`config.mk`:
```
export PLATFORM = sky130hd
export DESIGN_NAME = if_fetch_queue_flat
export DESIGN_NICKNAME = d
export VERILOG_FILES = /design/src/rtl/if_fetch_queue_if.sv /design/src/rtl/if_fetch_queue.sv /design/src/flat_wrapper.sv
export SDC_FILE = /design/constraint.sdc
export NUM_CORES = 1
export LEC_CHECK = 0
export CELL_PAD_IN_SITES_DETAIL_PLACEMENT = 2
export CELL_PAD_IN_SITES_GLOBAL_PLACEMENT = 2
export CORE_MARGIN = 5
export CORE_UTILIZATION = 44
export DETAILED_ROUTE_END_ITERATION = 7
export GPL_TIMING_DRIVEN = 0
export PLACE_DENSITY_LB_ADDON = 0.25
export SLEW_MARGIN = 20
export SYNTH_ARGS = -nofsm -noshare
export SYNTH_HDL_FRONTEND = slang
export SYNTH_SLANG_ARGS = --single-unit
```
`constraint.sdc`:
```
create_clock -name clk -period 5.2 [get_ports clk]
set_clock_uncertainty 0.15 [all_clocks]
set_input_delay 1.04 -clock clk [delete_from_list [all_inputs] [get_ports clk]]
set_output_delay 1.04 -clock clk [all_outputs]
set_load 0.005 [all_outputs]
```
`src/rtl/if_fetch_queue_if.sv`:
```
// Handshake bundle between the IF stage, the fetch queue and the ID stage.
// The queue uses the slave modport; the stage/bench driving it uses master.
interface if_fetch_queue_if #(
    parameter int WORD_LENGTH = 32,
    parameter int DEPTH       = 4
);
    logic                   in_valid;
    logic [WORD_LENGTH-1:0] in_pc;
    logic [WORD_LENGTH-1:0] in_instruction;
    logic                   in_ready;
    logic                   flush;
    logic                   out_valid;
    logic [WORD_LENGTH-1:0] out_pc;
    logic [WORD_LENGTH-1:0] out_instruction;
    logic                   out_ready;
    logic [$clog2(DEPTH):0] count;

    modport master (
        output in_valid, in_pc, in_instruction, flush, out_ready,
        input  in_ready, out_valid, out_pc, out_instruction, count
    );

    modport slave (
        input  in_valid, in_pc, in_instruction, flush, out_ready,
        output in_ready, out_valid, out_pc, out_instruction, count
    );
endinterface

```
`src/rtl/if_fetch_queue.sv`:
```
// Circular fetch queue between IF and ID with EMPTY/PARTIAL/FULL control FSM.
// Optional macro IF_FETCH_QUEUE_BYPASS_EN enables the empty-queue combinational bypass.
module if_fetch_queue #(
    parameter int WORD_LENGTH = 32,
    parameter int DEPTH       = 4
) (
    input  logic            clk,
    input  logic            rst,
    if_fetch_queue_if.slave bus
);
    localparam int AW = $clog2(DEPTH);
    localparam int CW = AW + 1;
    localparam logic [CW-1:0] FULL_COUNT = CW'(DEPTH);
    localparam logic [CW-1:0] LAST_FREE  = CW'(DEPTH - 1);
    localparam logic [CW-1:0] ONE_COUNT  = CW'(1);
    localparam logic [CW-1:0] ZERO_COUNT = CW'(0);
    localparam logic [AW-1:0] ONE_PTR    = AW'(1);
    localparam logic [AW-1:0] ZERO_PTR   = AW'(0);
    localparam logic [WORD_LENGTH-1:0] ZERO_WORD = WORD_LENGTH'(0);

    typedef enum logic [1:0] {
        EMPTY   = 2'd0,
        PARTIAL = 2'd1,
        FULL    = 2'd2
    } state_t;

    state_t                 r_state;
    logic [WORD_LENGTH-1:0] r_mem_pc    [DEPTH];
    logic [WORD_LENGTH-1:0] r_mem_instr [DEPTH];
    logic [AW-1:0]          r_wr_ptr;
    logic [AW-1:0]          r_rd_ptr;
    logic [CW-1:0]          r_count;
    logic                   r_in_ready;
    logic                   r_out_valid;
    logic [WORD_LENGTH-1:0] r_out_pc;
    logic [WORD_LENGTH-1:0] r_out_instr;

    logic                   w_bypass_take;
    logic                   w_push;
    logic                   w_pop;
    logic [AW-1:0]          w_wr_ptr_nxt;
    logic [AW-1:0]          w_rd_ptr_nxt;
    logic [CW-1:0]          w_count_nxt;
    logic [WORD_LENGTH-1:0] w_head_pc_nxt;
    logic [WORD_LENGTH-1:0] w_head_instr_nxt;

`ifdef IF_FETCH_QUEUE_BYPASS_EN
    logic w_bypass_show;
    // An empty queue hands the incoming word straight to ID; it is stored only if ID stalls.
    assign w_bypass_show       = (r_state == EMPTY) & bus.in_valid & ~bus.flush;
    assign w_bypass_take       = w_bypass_show & bus.out_ready;
    assign bus.out_valid       = r_out_valid | w_bypass_show;
    assign bus.out_pc          = w_bypass_show ? bus.in_pc : r_out_pc;
    assign bus.out_instruction = w_bypass_show ? bus.in_instruction : r_out_instr;
`else
    assign w_bypass_take       = 1'b0;
    assign bus.out_valid       = r_out_valid;
    assign bus.out_pc          = r_out_pc;
    assign bus.out_instruction = r_out_instr;
`endif

    assign bus.in_ready = r_in_ready;
    assign bus.count    = r_count;

    assign w_push = bus.in_valid & r_in_ready & ~bus.flush & ~w_bypass_take;
    assign w_pop  = r_out_valid & bus.out_ready & ~bus.flush;

    // Next pointers, occupancy and the entry that will sit at the head after this edge.
    always_comb begin
        w_wr_ptr_nxt     = r_wr_ptr;
        w_rd_ptr_nxt     = r_rd_ptr;
        w_count_nxt      = r_count;
        w_head_pc_nxt    = ZERO_WORD;
        w_head_instr_nxt = ZERO_WORD;
        if (w_push) begin
            w_wr_ptr_nxt = r_wr_ptr + ONE_PTR;
        end else begin
            w_wr_ptr_nxt = r_wr_ptr;
        end
        if (w_pop) begin
            w_rd_ptr_nxt = r_rd_ptr + ONE_PTR;
        end else begin
            w_rd_ptr_nxt = r_rd_ptr;
        end
        case ({w_push, w_pop})
            2'b10:   w_count_nxt = r_count + ONE_COUNT;
            2'b01:   w_count_nxt = r_count - ONE_COUNT;
            default: w_count_nxt = r_count;
        endcase
        // The word being written this cycle is not in storage yet, so forward it.
        if (w_count_nxt == ZERO_COUNT) begin
            w_head_pc_nxt    = ZERO_WORD;
            w_head_instr_nxt = ZERO_WORD;
        end else if (w_push && (r_wr_ptr == w_rd_ptr_nxt)) begin
            w_head_pc_nxt    = bus.in_pc;
            w_head_instr_nxt = bus.in_instruction;
        end else begin
            w_head_pc_nxt    = r_mem_pc[w_rd_ptr_nxt];
            w_head_instr_nxt = r_mem_instr[w_rd_ptr_nxt];
        end
    end

    // Entry storage; contents are left alone on reset and flush.
    always_ff @(posedge clk) begin
        if (w_push) begin
            r_mem_pc[r_wr_ptr]    <= bus.in_pc;
            r_mem_instr[r_wr_ptr] <= bus.in_instruction;
        end
    end

    // Control FSM with registered pointers, occupancy and head outputs.
    always_ff @(posedge clk or posedge rst) begin
        if (rst) begin
            r_state     <= EMPTY;
            r_wr_ptr    <= ZERO_PTR;
            r_rd_ptr    <= ZERO_PTR;
            r_count     <= ZERO_COUNT;
            r_in_ready  <= 1'b1;
            r_out_valid <= 1'b0;
            r_out_pc    <= ZERO_WORD;
            r_out_instr <= ZERO_WORD;
        end else if (bus.flush) begin
            r_state     <= EMPTY;
            r_wr_ptr    <= ZERO_PTR;
            r_rd_ptr    <= ZERO_PTR;
            r_count     <= ZERO_COUNT;
            r_in_ready  <= 1'b1;
            r_out_valid <= 1'b0;
            r_out_pc    <= ZERO_WORD;
            r_out_instr <= ZERO_WORD;
        end else begin
            r_wr_ptr    <= w_wr_ptr_nxt;
            r_rd_ptr    <= w_rd_ptr_nxt;
            r_count     <= w_count_nxt;
            r_in_ready  <= (w_count_nxt != FULL_COUNT);
            r_out_valid <= (w_count_nxt != ZERO_COUNT);
            r_out_pc    <= w_head_pc_nxt;
            r_out_instr <= w_head_instr_nxt;
            case (r_state)
                EMPTY: begin
                    if (w_push) r_state <= PARTIAL;
                    else        r_state <= EMPTY;
                end
                PARTIAL: begin
                    if (w_push && !w_pop && (r_count == LAST_FREE))      r_state <= FULL;
                    else if (w_pop && !w_push && (r_count == ONE_COUNT)) r_state <= EMPTY;
                    else                                                 r_state <= PARTIAL;
                end
                FULL: begin
                    if (w_pop) r_state <= PARTIAL;
                    else       r_state <= FULL;
                end
                default: r_state <= EMPTY;
            endcase
        end
    end
endmodule

```
`src/flat_wrapper.sv`:
```
// flat-port wrapper written by rule: the top's interface ports become plain ports
module if_fetch_queue_flat 
#(
    parameter int WORD_LENGTH = 32,
    parameter int DEPTH       = 4
)
  (clk, rst, bus_in_valid, bus_in_pc, bus_in_instruction, bus_flush, bus_out_ready, bus_in_ready, bus_out_valid, bus_out_pc, bus_out_instruction, bus_count);
  if_fetch_queue_if #(.WORD_LENGTH(WORD_LENGTH), .DEPTH(DEPTH)) bus_i ();
  input  logic clk;
  input  logic rst;
  input wire logic [$bits(bus_i.in_valid)-1:0] bus_in_valid;
  input wire logic [$bits(bus_i.in_pc)-1:0] bus_in_pc;
  input wire logic [$bits(bus_i.in_instruction)-1:0] bus_in_instruction;
  input wire logic [$bits(bus_i.flush)-1:0] bus_flush;
  input wire logic [$bits(bus_i.out_ready)-1:0] bus_out_ready;
  output wire logic [$bits(bus_i.in_ready)-1:0] bus_in_ready;
  output wire logic [$bits(bus_i.out_valid)-1:0] bus_out_valid;
  output wire logic [$bits(bus_i.out_pc)-1:0] bus_out_pc;
  output wire logic [$bits(bus_i.out_instruction)-1:0] bus_out_instruction;
  output wire logic [$bits(bus_i.count)-1:0] bus_count;
  assign bus_i.in_valid = bus_in_valid;
  assign bus_i.in_pc = bus_in_pc;
  assign bus_i.in_instruction = bus_in_instruction;
  assign bus_i.flush = bus_flush;
  assign bus_i.out_ready = bus_out_ready;
  assign bus_in_ready = bus_i.in_ready;
  assign bus_out_valid = bus_i.out_valid;
  assign bus_out_pc = bus_i.out_pc;
  assign bus_out_instruction = bus_i.out_instruction;
  assign bus_count = bus_i.count;
  if_fetch_queue #(.WORD_LENGTH(WORD_LENGTH), .DEPTH(DEPTH)) u_core (.clk(clk), .rst(rst), .bus(bus_i));
endmodule
```
# Yosys cells after proc, flatten, opt, wreduce, memory -nomap -nowiden
# Memory sizes are Yosys's and may differ from the RTL's.
# Cells that the tools add are included.
[word_totals]
register_bits = 73
ram_bits = 256
inputBits = 69
out_inout_bits = 69
elab_cells = 42
mem_count = 2
[classes]
n_addsub = 4
eq_ne = 4
muxes = 16
bitwise_logic = 5
n_reduce_logical = 4
[mem_list]
columns = ["name", "depth", "width", "read_ports", "rd_clocked_by_memory_dff", "wr", "line_no", "rtl"]
rows = [
  ["u_core.r_mem_instr", 4, 32, 1, 0, 1, "if_fetch_queue.sv:29", "logic [WORD_LENGTH-1:0] r_mem_instr [DEPTH];"],
  ["u_core.r_mem_pc", 4, 32, 1, 0, 1, "if_fetch_queue.sv:28", "logic [WORD_LENGTH-1:0] r_mem_pc [DEPTH];"],
]
[op_table]
columns = ["cell", "count"]
rows = [
  ["$mux 32", 6],
  ["$mux 2", 4],
  ["$pmux 3 s2", 1],
  ["$add 2x1->2 const B", 2],
  ["$and 1x1->1", 4],
  ["$mux 1", 4],
  ["$add 3x1->3 const B", 1],
  ["$logic_not 3->1", 1],
  ["$mux 3", 1],
  ["$ne 3x3->1 const B", 1],
  ["$reduce_bool 3->1", 1],
  ["$sub 3x1->3 const B", 1],
  ["$eq 2x1->1 const B", 1],
  ["$eq 2x2->1", 1],
  ["$eq 2x2->1 const B", 1],
  ["$reduce_bool 2->1", 1],
  ["$logic_and 1x1->1", 1],
  ["$not 1->1", 1],
]

# Depth between registers and ports, before layout
[logic_depth]
ltp_word = 8
mapped_depth = 13
ltp_nobuf = 10

# Least setup slack after synthesis
# No wires, ideal clock.
[synth_timing]
path_type = "input port to flip-flop"
startpoint = "in bus_flush"
endpoint = "reg u_core.r_out_instr[0] (netlist: u_core.bus.out_instruction[0])"
setup_time_ns = 0.122
t_arrival_ns = 3.560
t_required_ns = 4.928
slack_ns = 1.368
path_stages = 13
path_buffers = 4
cell_sequence = "nand3b_4 -> inv_2 -> buf_2 -> buf_1 -> ha_1 -> fa_1 -> nor3b_1 -> a21oi_1 -> o31ai_2 -> nor2b_1 -> buf_4 -> buf_6 -> a32o_1"
[synth_via]
elab_chain_len = 8
elab_cells_between_ends = 14
cone_classes = "3 x eq/ne; 5 x mux; 3 x bitwise; 2 x reduce/logical; 1 x memory"
[synth_rtl]
columns = ["element", "line_no", "rtl"]
rows = [
  ["start, declared", "flat_wrapper.sv:14", "input wire logic [$bits(bus_i.flush)-1:0] bus_flush;"],
  ["branches (longest 7 deep; another with $mem_v2 4x32)", "-", ""],
  ["$mux 32 *", "if_fetch_queue.sv:122", "end else if (bus.flush) begin"],
  ["end signal, assigned", "if_fetch_queue.sv:138", "r_out_instr <= w_head_instr_nxt;"],
  ["end, declared", "if_fetch_queue.sv:36", "logic [WORD_LENGTH-1:0] r_out_instr;"],
]
# Mark *: on every way between the ends.
# A chain may end at the register's enable or synchronous reset.

# Worst setup path in the final report
[layout_timing]
startpoint = "in bus_out_ready"
endpoint = "reg u_core.r_out_instr[9] (netlist: u_core.bus.out_instruction[9])"
[layout_via]
elab_chain_len = 8
elab_cells_between_ends = 13
cone_classes = "3 x eq/ne; 5 x mux; 2 x bitwise; 2 x reduce/logical; 1 x memory"
[layout_rtl]
columns = ["element", "line_no", "rtl"]
rows = [
  ["start, declared", "flat_wrapper.sv:15", "input wire logic [$bits(bus_i.out_ready)-1:0] bus_out_ready;"],
  ["$and 1x1->1 * (2 in a row)", "if_fetch_queue.sv:66", "assign w_pop = r_out_valid & bus.out_ready & ~bus.flush;"],
  ["branches (longest 4 deep; another with $mem_v2 4x32)", "-", ""],
  ["$mux 32 *", "if_fetch_queue.sv:91", "if (w_count_nxt == ZERO_COUNT) begin"],
  ["$mux 32 *", "if_fetch_queue.sv:122", ""],
]
# Marked as above.

==> flow_metrics.env <==
export IMPL_crit_buf_inv=4
export IMPL_avgRoutedWirePerCell_um=30.3
export IMPL_worstSetupEndpointType="flip-flop"
export IMPL_worstSetupPathDepth=12
export IMPL_synth_main_ff_cell="edfxtp_1"
export IMPL_postSynthCellCount=1001
export IMPL_cp_startpoint="bus_out_ready"
export IMPL_crit_path_end="u_core.bus.out_instruction[9]"
export IMPL_cts_buffer_depth=3
export IMPL_syn2layout_area_growth_pct=22.3
export IMPL_finalSetupViolCount=0
export IMPL_fmax_mhz=218
export IMPL_cts_setup_buffers=0
export IMPL_grt_ovfl_total=0
export IMPL_power_share_switching_pct=24.8
export IMPL_status="complete, no violations"
export IMPL_avgSynthCellArea_um2=14.1
export IMPL_final_layout_size_suffix_gt1_share_pct=12.2
export IMPL_top_usage_layer="met2"
export IMPL_drv_slew=0
export IMPL_relSlewSlack_pct=49.2
export IMPL_syn_area_mm2=0.0141
export IMPL_fin_nets=1256
export IMPL_vias=10500
export IMPL_globalplace_congestion=0.789
export IMPL_postRouteAntennaNets=0
export IMPL_slowest_stage="clkdlybuf4s50_1"
export IMPL_clkPwrFrac_pct=39.6
export IMPL_cts_made_buffers=37
export IMPL_clk_pin_slew_ns=0.06
export IMPL_dp_final_hpwl_um=30000
export IMPL_rr_endpoint="u_core.bus.out_instruction[9]"
export IMPL_leakagePower_nw=5.57
export IMPL_ctsResizeCount=0
export IMPL_grt_start_max_net_pins=46
export IMPL_crit_required_ns=5.44
export IMPL_synth_edf_count=256
export IMPL_p_comb_share_pct=11.9
export IMPL_cp_cell_sequence="clkdlybuf4s50_1 > nand3b_4 > inv_2 > buf_2 > ha_1 > fa_1 > nor3b_1 > a21oi_1 > o31ai_2 > nor2_2 > buf_2 > a32o_1"
export IMPL_hold_violations=0
export IMPL_seqPwrFrac_pct=48.5
export IMPL_dieArea_mm2=0.0358
export IMPL_grt_use_met2_pct=45.9
export IMPL_ir_worst_vdd_v=0.000248
export IMPL_synth_async_reset_ratio_pct=22.2
export IMPL_crit_family="buffers and inverters"
export IMPL_cp_common_cell="buf_2"
export IMPL_io_buffers=137
export IMPL_ys_types=38
export IMPL_yosys_warnings=0
export IMPL_fin_ws_ns=0.608
export IMPL_met1_usage_pct=36.0
export IMPL_synth_area_leaders="edfxtp_1 54%, dfrtp_1 13%, a32o_1 4.5%"
export IMPL_worstHoldStart="u_core.bus.in_ready"
export IMPL_critPathKind="in -> reg"
export IMPL_route_detailed_drc=0
export IMPL_maxCapViolCount=0
export IMPL_preCtsSetupSlack_ns=-0.267
export IMPL_grt_antenna_before_repair=1
export IMPL_coreArea_mm2=0.0316
export IMPL_power_density_mw_per_mm2=360
export IMPL_start_util_pct=44.7
export IMPL_p_switching_w=0.00154
export IMPL_dr_pass1_iters=6
export IMPL_grt_util_all_layers_pct=27.0
export IMPL_fin_hold_ws_ns=0.406
export IMPL_worstSetupStartpointType="primary input"
export IMPL_r2r_slack_ns=1.24
export IMPL_clk_latency_ns=0.52
export IMPL_cp_data_arrival_time_ns=4.83
export IMPL_hold_path_class="reg -> reg"
export IMPL_vias_per_cell=6.53
export IMPL_ys_seq_area_share_pct=67.3
export IMPL_grt_pass1_wl_um=74500
export IMPL_synth_largest_area_cell="edfxtp_1"
export IMPL_intPower_w=0.00468
export IMPL_worst_pin_slew_ns=0.761
export IMPL_routed_wl_um=48900
export IMPL_fp_dieW_um=189
export IMPL_period_needed_ns=4.59
export IMPL_r2r_start="u_core.bus.out_valid"
export IMPL_grt_pass1_vias=11800
export IMPL_rsz0062_at_grt="no"
export IMPL_htreeDepth=2
export IMPL_fp_dieH_um=189
export IMPL_synth_top_area_share_pct=54.4
export IMPL_cts_sinks=329
export IMPL_drt_iter0_markers=1049
export IMPL_pin_count=138
export IMPL_ctsHoldBuffers=0
export IMPL_slowest_delay_ns=0.58
export IMPL_cts_tree="yes"
export IMPL_syn_nets=1076
export IMPL_globalRouteMet3Util_pct=4.57
export IMPL_fin_crit_sh_pct=88.3
export IMPL_cts_root_buf="clkbuf_16"
export IMPL_row_count=65
export IMPL_ff2ff_path_depth=11
export IMPL_cp_max_fo=19
export IMPL_synth_seq_cells=329
## logic make-up (layout without fill, tap and decap cells)
kind of cell	after synthesis	count (layout)	share of synthesized area [%]
AOI/OAI and AO/OA	323	323	16.0
xor gates and xnor gates	8	8	0.496
adders and majority gates	6	6	0.584
buffers and inverters	107	316	3.40
DFF	329	329	67.3
muxes	64	64	5.09
other	0	1	0
and+or+nand+nor	164	164	7.10
## sequential cells by signal, summed over array words and instances, names as in the netlist
register,cells
u_core.r_wr_ptr,2
u_core.bus.count,3
u_core.r_mem_instr,128
u_core.r_mem_pc,128
u_core.bus.in_ready,1
u_core.bus.out_pc,32
u_core.bus.out_instruction,32
u_core.r_rd_ptr,2
u_core.bus.out_valid,1
## power by group through the flow
stage / Combinational, W / Sequential [W] / Clock [W]
6_report: 0.000738 / 0.00302 / 0.00247
5_1_grt: 0.000780 / 0.00303 / 0.00265
4_1_cts: 0.000737 / 0.00302 / 0.00251
3_5_place_dp: 0.000722 / 0.00307 / 0
3_3_place_gp: 0.000681 / 0.00307 / 0
2_1_floorplan: 0.000312 / 0.00307 / 0
## layout make-up
cell class,count,area [um^2]
clock buffers,46,1020
plain buffers,98,447
clock inverters,22,111
diodes,1,2.50
multi-input cells,565,4150
well taps,402,503
inverters,8,32.5
fillers,2881,14400
flip-flops and latches,329,9520
repair buffers,142,1500
## how the worst min path moves through the flow
stage / to / slack [ns] / cells past startpoint
finish: u_core.r_wr_ptr[1] / 0.41 / 2
global route: u_core.r_wr_ptr[1] / 0.41 / 2
CTS: u_core.r_wr_ptr[1] / 0.41 / 2
detailed placement: u_core.r_wr_ptr[1] / 0.40 / 2
global placement: u_core.r_wr_ptr[1] / 0.36 / 2
floorplan: u_core.r_wr_ptr[1] / 0.36 / 2
## cells in the final DEF, fill, tap and decap left out, types with 7 or more instances in the layout
cell type / n
clkbuf_16: 39
a32o_1: 63
clkinv_2: 12
dfrtp_1: 72
nor2_1: 9
xnor2_1: 7
nor3_1: 66
buf_1: 19
clkinv_1: 7
edfxtp_1: 256
mux2_2: 47
o21ai_0: 126
o22ai_1: 63
clkbuf_1: 55
buf_2: 21
clkdlybuf4s50_1: 137
nand2_1: 7
o221ai_1: 63
mux2_1: 16
nor3b_1: 64
## per-layer routing
layer | vias to the layer above | wire, um
met1 | 5532 | 20400
met3 | 96 | 2970
li1 | 4439 | -
met4 | 0 | 1230
met5 | - | 0
met2 | 470 | 24300
## tightest hold or removal path, cell delays in order, from the launching register on
cell and delay (ns):
dfstp_2 0.37, nand3_1 0.07, a21oi_1 0.07
## Yosys cell counts (all sizes together) (4+ instances only)
| cell type | number |
|---|---|
| edfxtp | 256 |
| a32o | 63 |
| nor3b | 64 |
| nor3 | 66 |
| dfrtp | 72 |
| o221ai | 63 |
| nor2 | 10 |
| nand3 | 4 |
| and2 | 4 |
| buf | 49 |
| xnor2 | 7 |
| inv | 8 |
| clkbuf | 50 |
| mux2 | 63 |
| a21oi | 5 |
| nand2 | 7 |
| o21ai | 126 |
| ha | 5 |
| o22ai | 63 |
## per-stage QoR
step	std cells	instance area [um^2]	total power, W	TNS (ns)	utilization [%]
final	1613	17300	0.00622	0	54.6
after global routing	1613	17300	0.00646	0	54.6
after CTS	1613	17300	0.00626	0	54.6
after detailed placement	1545	16100	0.00379	-14.12	51.0
after global placement	1540	16000	0.00375	-93.37	50.6
after floorplan	1001	14100	0.00338	0	-
Power figures use the tool's default switching activity.
